<file path="src/rtl/sa_pkg.sv">
// rtl/sa_pkg.sv - shared state type and sizing helpers for systolic_array_ws
// Build option: SA_OUT_DESKEW_EN adds per-column output alignment and lengthens DRAIN to match.
package sa_pkg;

  typedef enum logic [2:0] {
    ST_IDLE,
    ST_LOAD,
    ST_READY,
    ST_COMPUTE,
    ST_DRAIN
  } state_e;

`ifdef SA_OUT_DESKEW_EN
  localparam int DESKEW_ON = 1;
`else
  localparam int DESKEW_ON = 0;
`endif

  // Row r of the ifmap is delayed r cycles so it meets the psum wavefront.
  function automatic int skew_depth(input int row);
    return row;
  endfunction

  // Extra stages on column col so every column lands on the last column's cycle.
  function automatic int deskew_depth(input int cols, input int col);
    return (cols - 1 - col) * DESKEW_ON;
  endfunction

  // Cycles spent in DRAIN after the last accepted vector.
  function automatic int drain_len(input int rows, input int cols);
    return rows + cols - 1 + deskew_depth(cols, 0);
  endfunction

  // Cycles from vector acceptance to the result on column col.
  function automatic int out_latency(input int rows, input int cols, input int col);
    return rows + col + deskew_depth(cols, col);
  endfunction

  // LSB position of element idx in a flattened bus of width-bit elements.
  function automatic int lsb(input int idx, input int width);
    return idx * width;
  endfunction

endpackage

</file>
<file path="src/rtl/sa_pe.sv">
// rtl/sa_pe.sv - weight-stationary signed MAC processing element
// Ports:
//   clk, rst          clock, synchronous active-high reset
//   w_shift_i         load w_i into the weight register (weights shift down the column)
//   w_i / w_o         weight from the PE above / current weight to the PE below
//   x_i, x_valid_i    ifmap element and its valid bit from the left
//   x_o, x_valid_o    registered ifmap element and valid to the right
//   psum_i / psum_o   partial sum from above / registered psum_i + x_i*w to below
module sa_pe
  import sa_pkg::*;
#(
  parameter int DATA_WIDTH = 8,
  parameter int PSUM_WIDTH = 32
) (
  input  logic                  clk,
  input  logic                  rst,
  input  logic                  w_shift_i,
  input  logic [DATA_WIDTH-1:0] w_i,
  output logic [DATA_WIDTH-1:0] w_o,
  input  logic [DATA_WIDTH-1:0] x_i,
  input  logic                  x_valid_i,
  output logic [DATA_WIDTH-1:0] x_o,
  output logic                  x_valid_o,
  input  logic [PSUM_WIDTH-1:0] psum_i,
  output logic [PSUM_WIDTH-1:0] psum_o
);

  logic [DATA_WIDTH-1:0]          w_q, w_d;
  logic [DATA_WIDTH-1:0]          x_q, x_d;
  logic                           x_valid_q, x_valid_d;
  logic [PSUM_WIDTH-1:0]          psum_q, psum_d;
  logic signed [2*DATA_WIDTH-1:0] prod;

  always_comb begin
    w_d       = w_shift_i ? w_i : w_q;
    x_d       = x_i;
    x_valid_d = x_valid_i;
    prod      = $signed(x_i) * $signed(w_q);
    // Invalid slots arrive with x_i = 0, so they add nothing to the column.
    psum_d    = psum_i + {{(PSUM_WIDTH-2*DATA_WIDTH){prod[2*DATA_WIDTH-1]}}, prod};
  end

  always_ff @(posedge clk) begin
    if (rst) begin
      w_q       <= '0;
      x_q       <= '0;
      x_valid_q <= 1'b0;
      psum_q    <= '0;
    end else begin
      w_q       <= w_d;
      x_q       <= x_d;
      x_valid_q <= x_valid_d;
      psum_q    <= psum_d;
    end
  end

  assign w_o       = w_q;
  assign x_o       = x_q;
  assign x_valid_o = x_valid_q;
  assign psum_o    = psum_q;

endmodule

</file>
<file path="src/rtl/systolic_array_ws.sv">
// rtl/systolic_array_ws.sv - ROWS x COLS weight-stationary systolic array with preload FSM
// Ports:
//   clk, rst                        clock, synchronous active-high reset
//   w_load_i                        request weight reload (IDLE/READY only)
//   w_valid_i, w_data_i, w_ready_o  weight row beats; first beat ends in row ROWS-1
//   ifmap_valid_i, ifmap_data_i,
//   ifmap_last_i, ifmap_ready_o     ifmap vectors; last flags the end of a batch
//   psum_valid_o, psum_data_o       per-column results, y[c] = sum_r x[r]*W[r][c]
//   busy_o                          LOAD, COMPUTE or DRAIN
//   done_o                          one-cycle pulse at the end of DRAIN
// Build option: SA_OUT_DESKEW_EN aligns all columns to the last column's latency.
module systolic_array_ws
  import sa_pkg::*;
#(
  parameter int ROWS       = 4,
  parameter int COLS       = 4,
  parameter int DATA_WIDTH = 8,
  parameter int PSUM_WIDTH = 32
) (
  input  logic                       clk,
  input  logic                       rst,
  input  logic                       w_load_i,
  input  logic                       w_valid_i,
  input  logic [COLS*DATA_WIDTH-1:0] w_data_i,
  output logic                       w_ready_o,
  input  logic                       ifmap_valid_i,
  input  logic [ROWS*DATA_WIDTH-1:0] ifmap_data_i,
  input  logic                       ifmap_last_i,
  output logic                       ifmap_ready_o,
  output logic [COLS-1:0]            psum_valid_o,
  output logic [COLS*PSUM_WIDTH-1:0] psum_data_o,
  output logic                       busy_o,
  output logic                       done_o
);

  localparam int DRAIN_LEN = drain_len(ROWS, COLS);
  localparam int CNT_W     = $clog2(DRAIN_LEN + 1);

  state_e           state_q, state_d;
  logic [CNT_W-1:0] cnt_q, cnt_d;
  logic             accept;
  logic             w_shift;

  always_comb begin
    state_d       = state_q;
    cnt_d         = cnt_q;
    w_ready_o     = 1'b0;
    ifmap_ready_o = 1'b0;
    done_o        = 1'b0;
    busy_o        = 1'b0;
    case (state_q)
      ST_IDLE: begin
        if (w_load_i) begin
          state_d = ST_LOAD;
          cnt_d   = '0;
        end
      end
      ST_LOAD: begin
        w_ready_o = 1'b1;
        busy_o    = 1'b1;
        if (w_valid_i) begin
          if (cnt_q == CNT_W'(ROWS - 1)) begin
            state_d = ST_READY;
            cnt_d   = '0;
          end else begin
            cnt_d = cnt_q + 1'b1;
          end
        end
      end
      ST_READY: begin
        ifmap_ready_o = 1'b1;
        // A vector wins over a simultaneous reload request.
        if (ifmap_valid_i) begin
          state_d = ifmap_last_i ? ST_DRAIN : ST_COMPUTE;
          cnt_d   = '0;
        end else if (w_load_i) begin
          state_d = ST_LOAD;
          cnt_d   = '0;
        end
      end
      ST_COMPUTE: begin
        ifmap_ready_o = 1'b1;
        busy_o        = 1'b1;
        if (ifmap_valid_i && ifmap_last_i) begin
          state_d = ST_DRAIN;
          cnt_d   = '0;
        end
      end
      ST_DRAIN: begin
        busy_o = 1'b1;
        if (cnt_q == CNT_W'(DRAIN_LEN - 1)) begin
          done_o  = 1'b1;
          state_d = ST_READY;
          cnt_d   = '0;
        end else begin
          cnt_d = cnt_q + 1'b1;
        end
      end
      default: state_d = ST_IDLE;
    endcase
  end

  always_ff @(posedge clk) begin
    if (rst) begin
      state_q <= ST_IDLE;
      cnt_q   <= '0;
    end else begin
      state_q <= state_d;
      cnt_q   <= cnt_d;
    end
  end

  assign accept  = ifmap_valid_i & ifmap_ready_o;
  assign w_shift = w_valid_i & w_ready_o;

  // Grid interconnect: x/valid run right (index COLS is the unused right edge),
  // weights and psums run down (index ROWS is the bottom edge).
  logic [COLS:0][DATA_WIDTH-1:0]   x_h [ROWS];
  logic [COLS:0]                   v_h [ROWS];
  logic [COLS-1:0][DATA_WIDTH-1:0] w_v [ROWS+1];
  logic [COLS-1:0][PSUM_WIDTH-1:0] p_v [ROWS+1];

  assign w_v[0] = w_data_i;
  assign p_v[0] = '0;

  for (genvar r = 0; r < ROWS; r++) begin : g_skew
    localparam int D = skew_depth(r);
    logic [DATA_WIDTH:0] row_in;
    assign row_in = accept ? {1'b1, ifmap_data_i[lsb(r, DATA_WIDTH) +: DATA_WIDTH]} : '0;
    if (D == 0) begin : g_pass
      assign {v_h[r][0], x_h[r][0]} = row_in;
    end else begin : g_pipe
      logic [DATA_WIDTH:0] sk_q [D];
      logic [DATA_WIDTH:0] sk_d [D];
      always_comb begin
        sk_d[0] = row_in;
        for (int i = 1; i < D; i++) sk_d[i] = sk_q[i-1];
      end
      always_ff @(posedge clk) begin
        for (int i = 0; i < D; i++) sk_q[i] <= rst ? '0 : sk_d[i];
      end
      assign {v_h[r][0], x_h[r][0]} = sk_q[D-1];
    end
  end

  for (genvar r = 0; r < ROWS; r++) begin : g_row
    for (genvar c = 0; c < COLS; c++) begin : g_col
      sa_pe #(
        .DATA_WIDTH (DATA_WIDTH),
        .PSUM_WIDTH (PSUM_WIDTH)
      ) u_pe (
        .clk       (clk),
        .rst       (rst),
        .w_shift_i (w_shift),
        .w_i       (w_v[r][c]),
        .w_o       (w_v[r+1][c]),
        .x_i       (x_h[r][c]),
        .x_valid_i (v_h[r][c]),
        .x_o       (x_h[r][c+1]),
        .x_valid_o (v_h[r][c+1]),
        .psum_i    (p_v[r][c]),
        .psum_o    (p_v[r+1][c])
      );
    end
  end

  // The bottom PE's registered valid is captured on the same edge as its psum.
  for (genvar c = 0; c < COLS; c++) begin : g_out
    localparam int D = deskew_depth(COLS, c);
    logic [PSUM_WIDTH:0] col_out;
    assign col_out = {v_h[ROWS-1][c+1], p_v[ROWS][c]};
    if (D == 0) begin : g_pass
      assign {psum_valid_o[c], psum_data_o[lsb(c, PSUM_WIDTH) +: PSUM_WIDTH]} = col_out;
    end else begin : g_pipe
      logic [PSUM_WIDTH:0] dk_q [D];
      logic [PSUM_WIDTH:0] dk_d [D];
      always_comb begin
        dk_d[0] = col_out;
        for (int i = 1; i < D; i++) dk_d[i] = dk_q[i-1];
      end
      always_ff @(posedge clk) begin
        for (int i = 0; i < D; i++) dk_q[i] <= rst ? '0 : dk_d[i];
      end
      assign {psum_valid_o[c], psum_data_o[lsb(c, PSUM_WIDTH) +: PSUM_WIDTH]} = dk_q[D-1];
    end
  end

  logic [ROWS-1:0] unused_edge;
  for (genvar r = 0; r < ROWS; r++) begin : g_edge
    assign unused_edge[r] = ^{x_h[r][COLS], v_h[r][COLS], w_v[r+1]};
  end

endmodule

</file>
<file path="config.mk">
export PLATFORM = sky130hd
export DESIGN_NAME = systolic_array_ws
export DESIGN_NICKNAME = d
export VERILOG_FILES = /design/src/rtl/sa_pkg.sv /design/src/rtl/sa_pe.sv /design/src/rtl/systolic_array_ws.sv
export SDC_FILE = /design/constraint.sdc
export NUM_CORES = 2
export LEC_CHECK = 0
export BUFFER_PORTS_ARGS = -buffer_cell sky130_fd_sc_hd__buf_2
export CAP_MARGIN = 20
export CORE_UTILIZATION = 50
export CTS_CLUSTER_DIAMETER = 150
export DETAILED_ROUTE_END_ITERATION = 10
export PLACE_DENSITY_LB_ADDON = 0.12
export SYNTH_ARGS = -nofsm -noshare
export SYNTH_HDL_FRONTEND = slang
export SYNTH_HIERARCHICAL = 1
export SYNTH_SLANG_ARGS = --single-unit
</file>
<file path="constraint.sdc">
create_clock -name clk -period 11.8 [get_ports clk]
set_clock_uncertainty 0.2 [all_clocks]
set_input_delay 1.18 -clock clk [delete_from_list [all_inputs] [get_ports clk]]
set_output_delay 1.18 -clock clk [all_outputs]
set_load 0.02 [all_outputs]
</file>
==> reports/metrics.csv <==
metric,value,unit
status,"complete, no violations",
routed_via_density,5.36,
fp.dieW,425,µm
cts_setup_buffers,0,
grt_use_total,0.248,
yosysWarnings,6,
root_buffer,clkbuf_16,
place_area,93200,µm²
clkPwrFrac,0.441,
grt.busiest_layer,met2,
irDropWorstVdd,0.126,mV
areaGrowthSynthToFinish,8.44,%
die_h,425,µm
p_int,5.30,mW
crit_type,register to register,
ant_nets,0,
nets,12400,
row_count,154,
rsz0062_at_grt,false,
ctsResizeCount,0,
drive_gt1_frac,0.0608,
num_vias,68900,
finalCoreUtilization,0.548,
numPortBuffers,205,
postRouteWirelength,221000,µm
combinationalPowerShare,0.164,
start_kind,register,
netSwitchingPower,2.20,mW
required,12.20,ns
setup_viol,0,
leakage,48.8,nW
hp-class,register to register,
fmax,131,MHz
drv_cap,0,
first_pass_iters,5,
hold_buffers,0,
coreArea,177000,µm²
setup_ws,4.19,ns
cp-end-kind,register,
grtUsageMet2,0.427,
dieArea,180000,µm²
slew_viol_final,0,
path_clk_slew,0.06,ns
antenna_found_initial,6,
gp_congestion,0.908,
hold_viol,0,
grt.met1_usage,0.336,
switching_share,0.294,
cts_buffer_depth,3,
cts_tree,done,
period_needed,7.61,ns
initial_core_util,0.505,
numCtsBuffers,97,
crit_fanout,18,
grt_pass1_vias,70200,
io_pins,206,
finalPower,7.50,mW
fin_crit_sh,0.645,
slew_headroom,0.347,
powerDensity,77.5,nW/µm²
seqPwrFrac,0.395,
dp_hpwl,181000,µm
met3_usage,0.0230,
cts-htree-levels,3,
grt.overflow.total,0,
synth_area,89300,µm²
setup_tns,0,ns
grt_max_degree,179,
postSynthAreaPerCell,8.80,µm²
drcViolationCount,0,
synthCells,10100,
cts.sinks,797,
tightest_slew,0.980,ns
routedWlPerCell,17.2,µm
grt_pass1_wl,367000,µm
drtIter0Drc,3452,
cp.arrival,8.01,ns
final_area,96800,µm²
clock_latency,0.75,ns
post-place-ws,4.25,ns
-- state kept, by name (all words and copies together), names as in the netlist --
name,cells
g_row.g_col.u_pe/x_valid_o,4
g_row.g_col.u_pe/w_o,128
cnt_q,3
g_row.g_col.u_pe/psum_o,512
g_row.g_col.u_pe/x_o,96
state_q,3
g_skew.g_pipe.sk_q,51
-- cell type report --
type	instances	area, µm²
fill	16400	79900
clock inverter	59	848
sequential	797	16000
inverter	1495	5620
multi-input combinational	7811	67500
tap	2340	2930
clock buffer	123	2710
antenna	1	2.50
timing repair buffer	227	1260
-- routing by layer --
layer | up-vias | wire, µm
met5 | - | 23
met4 | 4 | 3960
met3 | 249 | 7330
met2 | 1098 | 106000
met1 | 33500 | 104000
li1 | 34100 | -
-- through the flow --
stage,cells,hold WS (ns)
6_report,12900,0.224
5_1_grt,12900,0.243
4_1_cts,12900,0.226
3_5_place_dp,12700,0.222
3_3_place_gp,12700,0.224
2_1_floorplan,10300,0.214
-- final timing paths --
kind	cells past startpoint	slack, ns	to	startpoint
setup / recovery	24	4.19	g_row[3].g_col[1].u_pe/psum_o[29]	g_row[3].g_col[0].u_pe/x_o[7]
hold / removal	1	0.22	g_skew[2].g_pipe.sk_q[0][13]	g_skew[2].g_pipe.sk_q[0][4]
setup reg to reg	24	4.19	g_row[3].g_col[1].u_pe/psum_o[29]	g_row[3].g_col[0].u_pe/x_o[7]
hold reg to reg	1	0.22	g_skew[2].g_pipe.sk_q[0][13]	g_skew[2].g_pipe.sk_q[0][4]
-- worst max-delay path: stages, from the launching register on --
cell	delay (ns)
dfxtp_1	0.39
and2_1	0.22
fa_1	0.48
inv_1	0.05
fa_1	0.50
inv_1	0.06
fa_1	0.53
inv_1	0.06
fa_1	0.47
inv_1	0.04
ha_1	0.29
o21a_1	0.12
a2111oi_0	0.64
nor4_1	0.16
o31ai_1	0.34
xnor2_1	0.11
buf_4	0.23
ha_1	0.42
and4bb_2	0.24
or3b_1	0.35
a211o_1	0.28
a31oi_1	0.22
o21a_1	0.19
mux2_1	0.32
or4_1	0.52
-- layout by cell type (no fill, tap or decap), types with 256 or more instances in the layout --
cell and count:
fa_1 896, nor2b_1 336, o21ai_0 256, a21oi_1 524, xnor2_1 371, nor2_1 763
nand2_1 510, inv_1 1494, and2_1 762, dfxtp_1 797, ha_1 997
-- power by group through the flow --
stage	Clock (mW)	Sequential (mW)	Combinational (mW)
floorplan	0	2.96	0.910
global placement	0	3.02	1.18
detailed placement	0	3.02	1.20
CTS	3.40	2.96	1.21
global route	3.51	2.98	1.37
finish	3.31	2.96	1.23
Note: power is estimated with default switching activity, not from simulation.
